### config.mk
export PLATFORM = sky130hd
export DESIGN_NAME = uart_link_scheduler
export DESIGN_NICKNAME = d
export VERILOG_FILES = /design/src/rtl/uart_link_pkg.sv /design/src/rtl/uart_link_scheduler_rr_arbiter.sv /design/src/rtl/uart_link_scheduler.sv
export SDC_FILE = /design/constraint.sdc
export NUM_CORES = 1
export LEC_CHECK = 0
export BUFFER_PORTS_ARGS = -buffer_cell sky130_fd_sc_hd__buf_2
export CORE_ASPECT_RATIO = 0.6
export CORE_UTILIZATION = 50
export CTS_CLUSTER_DIAMETER = 100
export CTS_CLUSTER_SIZE = 28
export DETAILED_ROUTE_END_ITERATION = 10
export PLACE_DENSITY = 0.77
export REMOVE_ABC_BUFFERS = 1
export SLEW_MARGIN = 20
export SYNTH_ARGS = -nofsm -noshare
export SYNTH_HDL_FRONTEND = slang
export SYNTH_SLANG_ARGS = --single-unit
### constraint.sdc
create_clock -name clk -period 2.1 [get_ports clk]
set_input_delay 0.21 -clock clk [delete_from_list [all_inputs] [get_ports clk]]
set_output_delay 0.21 -clock clk [all_outputs]
set_load 0.05 [all_outputs]
### src/rtl/uart_link_pkg.sv
// Shared types and sizing helpers for the uart link scheduler.
package uart_link_pkg;

    localparam int DATA_W     = 7;
    localparam int FRAME_BITS = 10;

    typedef enum logic [1:0] {
        RX_IDLE,
        RX_FRAME,
        TX_START,
        TX_FRAME
    } state_e;

    function automatic int cnt_width(input int cpb, input int guard);
        return $clog2(FRAME_BITS * cpb + guard + 1);
    endfunction

endpackage

### src/rtl/uart_link_scheduler_rr_arbiter.sv
// Round-robin arbiter: combinational search from pointer+1,
// pointer moves to the winner when enabled.
module rr_arbiter #(
    parameter int NREQ = 2
) (
    input  logic            clk_i,
    input  logic            rst_i,
    input  logic [NREQ-1:0] req_i,
    input  logic            en_i,
    output logic [NREQ-1:0] gnt_o
);

    localparam int PW = (NREQ > 1) ? $clog2(NREQ) : 1;

    logic [PW-1:0] ptr_q;
    logic [PW-1:0] gidx;
    logic [PW-1:0] idx;
    logic          found;

    always_comb begin
        gnt_o = '0;
        gidx  = ptr_q;
        idx   = '0;
        found = 1'b0;
        for (int i = 1; i <= NREQ; i++) begin
            idx = PW'((int'(ptr_q) + i) % NREQ);
            if (!found && req_i[idx]) begin
                gnt_o[idx] = 1'b1;
                gidx       = idx;
                found      = 1'b1;
            end
        end
    end

    always_ff @(posedge clk_i or posedge rst_i) begin
        if (rst_i) begin
            ptr_q <= PW'(NREQ - 1);
        end else if (en_i && found) begin
            ptr_q <= gidx;
        end
    end

endmodule

### src/rtl/uart_link_scheduler.sv
// Half-duplex uart sequencer: receive-first scheduling with
// round-robin transmit arbitration and a post-TX guard time.
module uart_link_scheduler
    import uart_link_pkg::*;
#(
    parameter int CLKS_PER_BIT = 217,
    parameter int GUARD_CLKS   = 2 * CLKS_PER_BIT,
    parameter int NREQ         = 2
) (
    input  logic                   clk,
    input  logic                   reset,
    input  logic                   sin,
    input  logic [NREQ-1:0]        req_valid,
    input  logic [DATA_W*NREQ-1:0] req_data,
    output logic [NREQ-1:0]        req_ready,
    input  logic [DATA_W-1:0]      uart_o_data,
    input  logic                   uart_success,
    output logic                   uart_rd,
    output logic                   uart_wr,
    output logic [DATA_W-1:0]      uart_i_data,
    output logic                   rx_valid,
    output logic [DATA_W-1:0]      rx_data,
    output logic                   rx_parity_ok,
    output logic                   tx_done,
    output logic                   busy
);

    localparam int FRAME_CLKS = FRAME_BITS * CLKS_PER_BIT;
    localparam int CW = cnt_width(CLKS_PER_BIT, GUARD_CLKS);
    localparam logic [CW-1:0] HALF_C  = CW'(CLKS_PER_BIT / 2);
    localparam logic [CW-1:0] RX_LAST = CW'(FRAME_CLKS - 1);
    localparam logic [CW-1:0] TX_LAST = CW'(FRAME_CLKS + GUARD_CLKS - 1);

    state_e              state_q, state_d;
    logic [CW-1:0]       cnt_q, cnt_d;
    logic [1:0]          sync_q;
    logic                prev_q;
    logic [DATA_W-1:0]   tx_q, tx_d;
    logic [NREQ-1:0]     rdy_q, rdy_d;
    logic                rxv_q, rxv_d;
    logic [DATA_W-1:0]   rxd_q, rxd_d;
    logic                rxp_q, rxp_d;
    logic                done_q, done_d;
    logic [NREQ-1:0]     gnt;
    logic                arb_en;
    logic                fall;
    logic [DATA_W-1:0]   sel;

    assign fall = prev_q & ~sync_q[1];

    rr_arbiter #(.NREQ(NREQ)) u_arb (
        .clk_i (clk),
        .rst_i (reset),
        .req_i (req_valid),
        .en_i  (arb_en),
        .gnt_o (gnt)
    );

    always_comb begin
        sel = '0;
        for (int i = 0; i < NREQ; i++) begin
            if (gnt[i]) sel = sel | req_data[DATA_W*i +: DATA_W];
        end
    end

    always_comb begin
        state_d = state_q;
        cnt_d   = cnt_q + 1'b1;
        tx_d    = tx_q;
        rdy_d   = '0;
        rxv_d   = 1'b0;
        rxd_d   = rxd_q;
        rxp_d   = rxp_q;
        done_d  = 1'b0;
        arb_en  = 1'b0;
        unique case (state_q)
            RX_IDLE: begin
                cnt_d = '0;
                // A line fall beats any pending transmit request
                if (fall) begin
                    state_d = RX_FRAME;
                end else if (|req_valid) begin
                    arb_en  = 1'b1;
                    rdy_d   = gnt;
                    tx_d    = sel;
                    state_d = TX_START;
                end
            end
            RX_FRAME: begin
                if (cnt_q == HALF_C && sync_q[1]) begin
                    state_d = RX_IDLE;
                end else if (cnt_q == RX_LAST) begin
                    rxv_d   = 1'b1;
                    rxd_d   = uart_o_data;
                    rxp_d   = uart_success;
                    state_d = RX_IDLE;
                end
            end
            TX_START: begin
                cnt_d   = '0;
                state_d = TX_FRAME;
            end
            TX_FRAME: begin
                if (cnt_q == TX_LAST) begin
                    done_d  = 1'b1;
                    state_d = RX_IDLE;
                end
            end
            default: state_d = RX_IDLE;
        endcase
    end

    always_ff @(posedge clk or posedge reset) begin
        if (reset) begin
            state_q <= RX_IDLE;
            cnt_q   <= '0;
            sync_q  <= 2'b11;
            prev_q  <= 1'b1;
            tx_q    <= '0;
            rdy_q   <= '0;
            rxv_q   <= 1'b0;
            rxd_q   <= '0;
            rxp_q   <= 1'b0;
            done_q  <= 1'b0;
        end else begin
            state_q <= state_d;
            cnt_q   <= cnt_d;
            sync_q  <= {sync_q[0], sin};
            prev_q  <= sync_q[1];
            tx_q    <= tx_d;
            rdy_q   <= rdy_d;
            rxv_q   <= rxv_d;
            rxd_q   <= rxd_d;
            rxp_q   <= rxp_d;
            done_q  <= done_d;
        end
    end

    assign uart_rd      = (state_q == RX_IDLE) || (state_q == RX_FRAME);
    assign uart_wr      = (state_q == TX_START);
    assign uart_i_data  = tx_q;
    assign req_ready    = rdy_q;
    assign rx_valid     = rxv_q;
    assign rx_data      = rxd_q;
    assign rx_parity_ok = rxp_q;
    assign tx_done      = done_q;
    assign busy         = (state_q != RX_IDLE);

endmodule

# Word-level counts from Yosys, hierarchy flattened
# Cells that the tools add are included.
# Widths: inputs -> output; s select.
[word_totals]
register_bits = 37
inputBits = 27
out_inout_bits = 22
elab_cells = 83
[classes]
addsub = 3
order_cmp = 4
eq_ne = 9
n_mux = 34
bitwise_logic = 6
n_reduce_logical = 16
[op_table]
columns = ["operator", "n"]
rows = [
  ["$eq 12x12->1 const B", 2],
  ["$mux 2", 10],
  ["$mux 1", 18],
  ["$mux 7", 2],
  ["$add 12x1->12 const B", 1],
  ["$eq 12x7->1 const B", 1],
  ["$mux 12", 1],
  ["$reduce_and 3->1", 3],
  ["$pmux 2 s4", 1],
  ["$or 7x7->7", 1],
  ["$ne 3x3->1 const B", 2],
  ["$logic_and 1x1->1", 5],
  ["$eq 2x2->1 const B", 2],
  ["$lt 1x2->1 const B", 2],
  ["$reduce_bool 2->1", 2],
  ["$reduce_or 2->1", 2],
  ["$not 1->1", 3],
  ["$add 1x1->1 const B", 2],
  ["$demux 1 s1", 2],
  ["$eq 2x1->1 const B", 1],
  ["$ge 1x1->1 const B", 2],
  ["$logic_not 2->1", 1],
  ["$ne 2x2->1 const B", 1],
  ["$or 2x2->2", 1],
  ["other kinds (4)", 4],
]

# Longest topological paths before layout
# Gate-level depths: netlist of run 1.
[logic_depth]
depth_word = 11
depth_mapped = 6
mapped_depth_nobuf = 5

# Hierarchy
# From an unflattened synthesis of run 1, not the netlist that was laid out.
[unflattened]
cells_unflattened = 142
area_unflattened_um2 = 1729.2
[by_module_without_submodules]
columns = ["mod", "n_inst", "cells_each", "area_each_um2", "seq_area_each_um2"]
rows = [
  ["uart_link_scheduler", 1, 135, 1669.1, 904.6],
  ["rr_arbiter", 1, 7, 60.1, 26.3],
]

# Worst setup path before layout of run 1
# Ideal clock, no wire load.
[synth_path]
kind = "register to register"
start = "register state_q[0]"
end = "register rxd_q[0], in the netlist rx_data[0]"
arrival_ns = 1.773
required_ns = 1.975
slack_ns = 0.202
stages_incl_launch_ff = 7
synth_period_minus_slack_ns = 1.898
path_cell_list = "dfrtp_1 buf_4 nor3b_2 or3b_1 or3_1 buf_6 mux2_4"
[synth_via]
elab_chain_len = 2
[synth_lines]
columns = ["item", "line", "source"]
rows = [
  ["from (decl)", "uart_link_scheduler.sv:34", "state_e state_q, state_d;"],
  ["from (signal assigned)", "uart_link_scheduler.sv:126", "state_q <= state_d;"],
  ["$eq 2x1->1", "uart_link_scheduler.sv:76", "unique case (state_q)"],
  ["$reduce_and 3->1 (no source line)", "-", ""],
  ["to (signal assigned)", "uart_link_scheduler.sv:133", "rxd_q <= rxd_d;"],
  ["to (decl)", "uart_link_scheduler.sv:41", "logic [DATA_W-1:0] rxd_q, rxd_d;"],
]
# Every way passes these cells.
# A chain may end at the register's enable or synchronous reset.

# Worst setup path in the final report of run 1
[layout_path]
start = "register cnt_q[7]"
end = "register rxd_q[1], in the netlist rx_data[1]"
[layout_via]
elab_chain_len = 4
elab_cells_between_ends = 5
[layout_lines]
columns = ["item", "line", "source"]
rows = [
  ["from (decl)", "uart_link_scheduler.sv:35", "logic [CW-1:0] cnt_q, cnt_d;"],
  ["from (signal assigned)", "uart_link_scheduler.sv:127", "cnt_q <= cnt_d;"],
  ["$eq 12x7->1", "uart_link_scheduler.sv:90", "if (cnt_q == HALF_C && sync_q[1]) begin"],
  ["$logic_and 1x1->1", "uart_link_scheduler.sv:90", ""],
  ["$not 1->1 (no source line)", "-", ""],
  ["$reduce_and 3->1 (no source line) (*)", "-", ""],
]
# Mark *: on every way between the ends. The rest lies on a longest branch, timed or not.

==> metrics.txt, run 1 <==
Setup TNS=0 ns; CTS tree=done; Crit. End Element=flop; Synth async-reset ratio=100%; NumNets Final=roughly 240; initial core utilization=55.2%; Cell Rows=15; Inst Count DP=240; YS warnings=0; Leakage Power=0.00102 µW; first-pass GRT wire length=roughly 5.6 mm; sequential element share of the synthesized area=55.8%; DRC=0; Tmin final=about 2 ns; hold_buf cts=0; FF+latch count, synth=37; final hold violations=0; initial drt markers=96; normalized max-slew margin=60.5%; TritonCTS Buffers=5; clk slew on worst S/H paths=0.07 ns; PortBufs=48; Multi-input gate area=between 600 and 700 µm²; Least-Margin Pin Slew=between 0.5 and 0.6 ns; setup violators final=0; Die Width=approximately 77 µm; outcome=completed; CTS Buffer Depth=2; worst hold path class=primary input to flop; routed wire length=3.61 mm; worst vdd ir=approximately 0.44 mV; Area Overhead vs Synth=25.1%; Pwr Density=approximately 750 nW/µm²; vias in the first global route=roughly 1300; Core Area=about 3000 µm²; Post-DRT Antenna Nets=0; detailed-route via count=around 1300; CTS H-tree lvls=2; CTS resizes=1; die area=around 3600 µm²; First-pass DRT Iterations=4; Avg WL per Cell=~15 µm; Slew Limit Fails=0; GP Congestion=roughly 0.84; RSZ-0062 raised after global routing=no; Post-Syn Instances=between 150 and 200; clk_skew=0.00418 ns; WP data arrival=approximately 2.2 ns; max cap viols=0; dpl hpwl=approximately 2.6 mm; Total Power=approximately 1600 µW; number of synthesized flops with an enable pin=0; critical path class=flop to flop; Crit Path Max Fanout=8; clk_lat worst skew=around 0.28 ns; fill count=~240; register area=roughly 930 µm²; antenna diode count=0; ratio of cells with drive above 1 in the final layout=35.9%; Layout Cells excl Fill=between 200 and 250; Tot GR Track Use=about a fifth; cell area after synthesis=between 1500 and 2000 µm²; Final Cycle Share=94.9%; dominant synthesized flop cell=dfrtp_1; post-synth cell types=32; CTS Sinks=37; f_max=roughly 500 MHz; chip height=roughly 47 µm; initial antenna violation count=0; drt via density=5.41; post-CTS setup buffer count=0; I/O pin count=about 50; CTS root buf=clkbuf_8; largest net degree at the start of global routing=38; Setup crit start kind=flop; Mean Syn Cell Area=about 11 µm²; Crit path required time=between 2 and 2.5 ns; total gr overflow=0
## stage by stage
| step | util [%] | setup slack [ns] | cell area, µm² | hold WS (ns) |
|---|---|---|---|---|
| final | 69.1 | 0.108 | 2090 | 0.0237 |
| after detailed placement | 65.1 | -0.0231 | 1970 | 0.318 |
| after global routing | 69.1 | 0.0309 | 2090 | 0.0132 |
| after CTS | 69.1 | 0.123 | 2090 | 0.0135 |
| after global placement | 65.1 | 0.0641 | 1970 | 0.316 |
| after floorplan | - | -0.124 | 1640 | 0.214 |
## layer usage
metal / GRT usage (%) / part of all wire [%]
met2: 35.7 / 45
met5: 0 / 0
met1: 26.3 / 46
met4: 11.5 / 0.75
met3: 6.21 / 7.9
## logic make-up after synthesis
logic type | Yosys count | share of synthesized area [%]
buf+inv | 13 | 3.60
compound gates | 25 | 9.38
fa+ha+maj | 3 | 2.25
xor+xnor | 8 | 4.20
flops | 37 | 55.8
mux | 9 | 7.80
simple gates | 56 | 17.0
## placed cells by master (no fill, tap or decap), types with 3 or more instances in the layout
| master | n |
|---|---|
| a21oi_1 | 10 |
| a22oi_1 | 7 |
| buf_2 | 48 |
| buf_4 | 4 |
| clkbuf_8 | 6 |
| dfrtp_1 | 33 |
| dfstp_2 | 4 |
| ha_1 | 3 |
| inv_1 | 8 |
| mux2_4 | 8 |
| nand2_1 | 9 |
| nand3_1 | 6 |
| nor2_1 | 21 |
| nor3_1 | 3 |
| o21ai_0 | 4 |
| xnor2_1 | 6 |
## synthesized netlist by cell type, types with 3 or more instances
library cell  count  share of area, %
a21oi_1          10               3.0
a22oi_1           7               3.2
clkbuf_1          3              0.68
dfrtp_1          33                50
dfstp_2           4               6.3
ha_1              3               2.3
inv_1             8               1.8
mux2_4            8               7.2
nand2_1           9               2.0
nand3_1           6               1.8
nor2_1           21               4.7
nor3_1            3              0.90
o21ai_0           4               1.2
xnor2_1           6               3.2
## worst paths after layout
path,from,to,slack [ns],cells past startpoint
setup / recovery,cnt_q[7],rx_data[1],0.11,4
hold / removal,sin,sync_q[0],0.02,1
setup reg to reg,cnt_q[7],rx_data[1],0.11,4
hold reg to reg,sync_q[0],sync_q[1],0.37,0
max in group asynchronous,reset,sync_q[0],1.72,3
min in group asynchronous,reset,req_ready[0],0.03,3
## flip-flops by register name (all words and copies together) (netlist names)
| name | flops |
|---|---|
| state_q | 2 |
| cnt_q | 12 |
| sync_q | 2 |
| req_ready | 2 |
| rx_valid | 1 |
| tx_done | 1 |
| uart_i_data | 7 |
| rx_parity_ok | 1 |
| u_arb.ptr_q | 1 |
| rx_data | 7 |
| prev_q | 1 |
## critical path, stage by stage, from the launching register on
cell	delay [ns]
dfrtp_1	0.45
nor3b_2	0.21
or3b_1	0.41
or3_4	0.48
mux2_4	0.33
## area by class of cell
cell class | count | share of cell area [%]
Sequential cell | 37 | 44.6
Multi-Input combinational cell | 101 | 32.9
Timing Repair Buffer | 52 | 12.9
Clock buffer | 7 | 4.14
Tap cell | 42 | 2.52
Clock inverter | 1 | 1.44
Inverter | 8 | 1.44
## report_power, final
part           internal [µW]  leakage (µW)  switching (µW)  total [µW]
logic                   56.9      0.000511             124         181
clock network            387     0.0000585             238         625
registers                740      0.000452            13.6         754
(Power assumes the default switching activity.)
==> run 2: changes to the inputs <==
- CORE_UTILIZATION: 50 -> 51
- PLACE_DENSITY: 0.77 -> 0.78
- SLEW_MARGIN: 20 -> 0
- SYNTH_HIERARCHICAL: default -> 1
==> run 2 against run 1 <==
Effect of this change: combinational power increased by 120%; via count is essentially flat; register-to-register slack better by 0.25 ns; non-clock buffer count is 2 lower; final cell count decreased by 4.0%; first-iteration DRC count is 34% lower; setup slack improved by 0.25 ns; sequential cell count is the same; area after synthesis grew 3.7%; fmax up 14%; synthesized cell count decreased by 6.0%; largest power group unchanged.
==> metrics.txt, run 2 <==
post-synth cell types=40 (+25%); clk slew on worst S/H paths=0.07 ns (about the same); worst hold path class=primary input to flop; worst vdd ir=0.595 mV (+36%); CTS tree=done; design area=2100 µm² (+0.78%); crit path from=sync_q[1]; GP Congestion=0.789 (-6.2%); detailed-route via count=1341 (-0.075%); normalized max-slew margin=42.0% (-18 points); CTS Sinks=37 (unchanged); commonest cells in the netlist=dfrtp_1, mux2_2, a21oi_1, inv_1, a22o_1; Multi-input gate area=752 µm² (+9.5%); initial drt markers=63 (-34%); chip height=47.1 µm (+0.79%); Cell Rows=15 (unchanged); area leader, netlist=dfrtp_1; flop-to-flop setup slack=0.36 ns (+0.25 ns); Final Cycle Share=82.9% (-12 points); Synth async-reset ratio=100% (unchanged); RSZ-0062 raised after global routing=no; max cap viols=0 (unchanged); NumNets Final=225 (-4.3%); initial antenna violation count=0 (unchanged); die area=3640 µm² (+1.6%); leading cell type in the layout, fill and taps excluded=buf_2; register area=931 µm² (unchanged); Crit Path Max Fanout=11 (+3); FF+latch count, synth=37 (unchanged); I/O pin count=49 (unchanged); clk_lat worst skew=0.28 ns (about the same); Fin Hold WS=0.0239 ns (+0.000142 ns); Core Area=3040 µm² (+0.62%); clk_skew=0.00212 ns (-0.00207 ns); largest reg by FF count=cnt_q; CTS H-tree lvls=2 (unchanged); number of synthesized flops with an enable pin=0 (unchanged); Tmin final=1.74 ns (-0.251 ns); most frequent cells in the layout=buf_2, dfrtp_1, mux2_2; Post-DRT Antenna Nets=0 (unchanged); CTS Buffer Depth=2 (unchanged); hold_buf cts=1 (+1); WP data arrival=1.91 ns (-0.25 ns); dpl hpwl=2.60 mm (-1.2%); Avg WL per Cell=15.2 µm (+4.8%); hold_sp=sin; first-pass GRT wire length=5.92 mm (+5.9%); post-CTS setup buffer count=0 (unchanged); Inst Count DP=229 (-4.6%); antenna diode count=0 (unchanged); Tot GR Track Use=22.4% (+1.1 points); top area cells in the synthesized netlist=dfrtp_1, mux2_2, dfstp_2; Crit. End Element=flop; sequential element share of the synthesized area=53.8% (-2.0 points); ratio of cells with drive above 1 in the final layout=40.3% (+4.4 points); YS warnings=6 (+6); Area Overhead vs Synth=21.6%; First-pass DRT Iterations=4 (unchanged); Mean Syn Cell Area=12.2 µm² (+10%); CTS resizes=0 (-1); outcome=completed; Layout Cells excl Fill=238 (-4.0%); initial core utilization=56.9% (+1.7 points); vias in the first global route=1251 (-0.24%); Pwr Density=845 nW/µm² (+13%); drt via density=5.63 (+4.1%); Die Width=77.2 µm (+0.80%); hold depth=1 (unchanged); PortBufs=48 (unchanged); worst r2r path cells=3 (-1); total gr overflow=0 (unchanged); Reg2Reg Capture Point=uart_i_data[0]; most common cell in the netlist=dfrtp_1; Leakage Power=0.000991 µW (-3.1%); Yosys top cell area share=47.8% (-1.8 points); Least-Margin Pin Slew=0.862 ns (+0.271 ns); final hold violations=0 (unchanged); largest net degree at the start of global routing=35 (-7.9%); cell area after synthesis=1730 µm² (+3.7%); Post-Syn Instances=142 (-6.0%); hold endpoint=sync_q[0]; CTS root buf=clkbuf_8; f_max=574 MHz (+14%); critical path class=flop to flop; Crit path required time=2.27 ns (about the same); cell area after placement=2010 µm² (+2.4%); fill count=224 (-5.9%); R2R Path Start=sync_q[1]; max FFs per register=12 (unchanged); Slew Limit Fails=0 (unchanged); TritonCTS Buffers=5 (unchanged); DRC=0 (unchanged); Setup TNS=0 ns (unchanged); dominant synthesized flop cell=dfrtp_1; routed wire length=3.63 mm (+0.53%); setup violators final=0 (unchanged); Setup crit start kind=flop
[run 2: cell type report]
cell class / count / share of cell area [%]
clock buffers: 8 / 3.81
inverters: 8 / 1.43
multi-input cells: 93 / 35.8
flip-flops and latches: 37 / 44.3
well taps: 42 / 2.50
repair buffers: 50 / 12.3
[run 2: worst max-delay path by stage]
| stage | endpoint | cells past startpoint | slack, ns |
|---|---|---|---|
| after CTS | uart_i_data[4] | 3 | 0.37 |
| final | uart_i_data[0] | 3 | 0.36 |
| after global placement | uart_i_data[2] | 3 | 0.46 |
| after floorplan | uart_wr | 2 | 0.47 |
| after detailed placement | uart_i_data[4] | 3 | 0.38 |
| after global routing | uart_i_data[4] | 3 | 0.27 |
[run 2: power by group]
group	internal, µW	switching [µW]
logic	162	243
registers	801	108
clock network	236	229
total	1200	580
[run 2: routing by layer]
layer,part of all wire [%],up-vias,GRT usage [%]
met5,0,-,0
met1,47,652,28.7
li1,-,636,-
met4,1.2,0,8.68
met2,45,46,37.0
met3,6.2,7,7.18
[run 2: metrics by stage]
stage / worst slack, ns / util (%) / total power (µW)
2_1_floorplan: 0.473 / - / 1190
3_3_place_gp: 0.456 / 66.2 / 1300
3_5_place_dp: 0.377 / 66.2 / 1310
4_1_cts: 0.370 / 69.2 / 1790
5_1_grt: 0.270 / 69.2 / 1870
6_report: 0.358 / 69.2 / 1780
[run 2: cells by family (layout without fill, tap and decap cells)]
logic type / after synthesis / count (layout) / synth area share [%]
compound gates: 29 / 29 / 11.7
xor+xnor: 3 / 3 / 1.52
fa+ha+maj: 3 / 3 / 2.17
buf+inv: 12 / 66 / 2.68
flops: 37 / 37 / 53.8
mux: 15 / 15 / 9.77
simple gates: 43 / 43 / 18.4
[run 2: worst max-delay path, cell delays in order (launching register included)]
cell and delay [ns]:
dfstp_2 0.57, nor2b_1 0.08, nor4_4 0.57, mux2_2 0.41
==> run 3: changes to the inputs <==
- CORE_UTILIZATION: 51 -> 46
- PLACE_DENSITY: 0.78 -> 0.75
- clock period: 2.1 -> 1.45 ns (I/O delays scaled with it)
==> run 3 against run 2 <==
Effect of this change: the flow now finishes with violations (setup timing); wire length rose by 31%; die area rose by 10%; clock power rose by 70%; combinational power rose to 2.6 times the previous value; final area rose by 24%; count of clock-buffer cells in the layout fell by 1; via count rose by 12%; fmax rose by 7.6%.
==> metrics.txt, run 3 (synthesis results as in run 2) <==
outcome=finished with violations; violated checks=setup timing; Crit Path Max Fanout=4 (-7); total gr overflow=0 (unchanged); Final Cycle Share=112% (+29 points); critical path class=flop to flop; initial antenna violation count=0 (unchanged); setup violators final=26 (+26); Crit. End Element=flop; Leakage Power=0.00123 µW (+24%); die area=4020 µm² (+10%); Tmin final=1.62 ns (-0.123 ns); met2 wire len=2.28 mm (+38%); PortBufs=48 (unchanged); routed wire length=4.75 mm (+31%); Setup TNS=-2.92 ns (-2.92 ns); GP Congestion=0.813 (+3.1%); CTS Sinks=37 (unchanged); leading cell type in the layout, fill and taps excluded=buf_2; largest reg by FF count=cnt_q; CTS H-tree lvls=2 (unchanged); CTS tree=done; largest net degree at the start of global routing=27 (-23%); final hold violations=0 (unchanged); cell area after placement=2190 µm² (+8.6%); M1 WL=2.13 mm (+25%); First-pass DRT Iterations=4 (unchanged); CTS Buffer Depth=2 (unchanged); antenna diode count=0 (unchanged); worst vdd ir=0.875 mV (+47%); max FFs per register=12 (unchanged); Die Width=81.2 µm (+5.2%); fin worst setup slack=-0.168 ns (-0.527 ns); DR WL met3=256 µm (+13%); setup slack at placement=-0.224 ns (-0.601 ns); chip height=49.5 µm (+5.1%); Area Overhead vs Synth=50.6%; design area=2600 µm² (+24%); initial core utilization=50.5% (-6.4 points); Least-Margin Pin Slew=0.440 ns (-0.422 ns); Cell Rows=16 (+1); vias in the first global route=1586 (+27%); Post-DRT Antenna Nets=0 (unchanged); clk slew on worst S/H paths=0.07 ns (about the same); Setup crit start kind=flop; clk_skew=0.00484 ns (+0.00273 ns); detailed-route via count=1502 (+12%); drt via density=5.48 (-2.7%); most frequent cells in the layout=buf_2, dfrtp_1, buf_4; max cap viols=0 (unchanged); Core Area=3420 µm² (+13%); ratio of cells with drive above 1 in the final layout=59.8% (+20 points); Slew Limit Fails=0 (unchanged); first-pass GRT wire length=7.62 mm (+29%); Tot GR Track Use=26.2% (+3.8 points); initial drt markers=45 (-29%); I/O pin count=49 (unchanged); Crit path required time=1.61 ns (-0.66 ns); Avg WL per Cell=17.4 µm (+14%); dpl hpwl=3.10 mm (+19%); clk_lat worst skew=0.29 ns (about the same); DRC=0 (unchanged); NumNets Final=258 (+15%); TritonCTS Buffers=5 (unchanged); f_max=618 MHz (+7.6%); Pwr Density=1210 nW/µm² (+43%); RSZ-0062 raised after global routing=yes; fin util=76.1% (+6.9 points); worst hold path class=primary input to flop; CTS root buf=clkbuf_8; highest metal used=met4; normalized max-slew margin=70.6% (+29 points); WP data arrival=1.78 ns (-0.13 ns); Fin Hold WS=0.0546 ns (+0.0307 ns)
## run 3: cell count changes in the layout (fill, tap and decap cells not counted), moves of 3 or more
cell / change
mux2_4: +8
buf_6: +7
a21oi_2: +5
a21oi_1: -6
buf_4: +24
clkbuf_1: -3
mux2_2: -8
o31ai_1: -3
## run 3: critical path: stages (launching register included)
cell and delay (ns):
dfrtp_1 0.40, buf_4 0.14, buf_6 0.11, ha_4 0.15, buf_6 0.10, nand4b_1 0.19
o31ai_2 0.29, o221ai_2 0.12
## run 3: cell type report
class / count / area, µm²
Clock buffer: 7 / 96.3
Clock inverter: 1 / 5.00
Fill cell: 218 / 820
Inverter: 8 / 30.0
Multi-Input combinational cell: 93 / 931
Sequential cell: 37 / 933
Tap cell: 45 / 56.3
Timing Repair Buffer: 83 / 552
## run 3: power by group
part	total, µW	internal (µW)	switching (µW)
clock	791	430	362
sequential	1280	1160	122
combinational	1070	515	556
total	3150	2110	1040
## run 3: worst paths after layout
kind | startpoint | to | slack (ns) | cells after the start
worst min register to register | sync_q[0] | sync_q[1] | 0.36 | 0
worst max register to register | cnt_q[0] | state_q[0] | -0.17 | 7
worst min-delay path | req_valid[0] | u_arb/ptr_q | 0.05 | 2
worst max-delay path | cnt_q[0] | state_q[0] | -0.17 | 7
min in group asynchronous | reset | u_arb/ptr_q | 0.42 | 3
max in group asynchronous | reset | sync_q[1] | 0.46 | 4
## run 3: what timing repair did
item / CTS / global route
endpoints found under the hold margin: 12 / 0
hold buffers: 2 / 0
pin swaps: 11 / 9
endpoints found under the setup margin: 25 / 27
resized for setup: 25 / 24
gates cloned: 0 / 0
buffers inserted: 10 / 3
## run 3: through the flow
step | total power [µW] | std cells
floorplan | 1730 | 138
CTS | 3050 | 272
finish | 3150 | 274
detailed placement | 2050 | 253
global placement | 2010 | 253
global route | 3320 | 274
## run 3: per-layer routing
metal | up-vias | GRT usage, %
met4 | 0 | 12.2
li1 | 700 | -
met1 | 742 | 33.6
met3 | 11 | 7.59
met5 | - | 0
met2 | 49 | 40.8
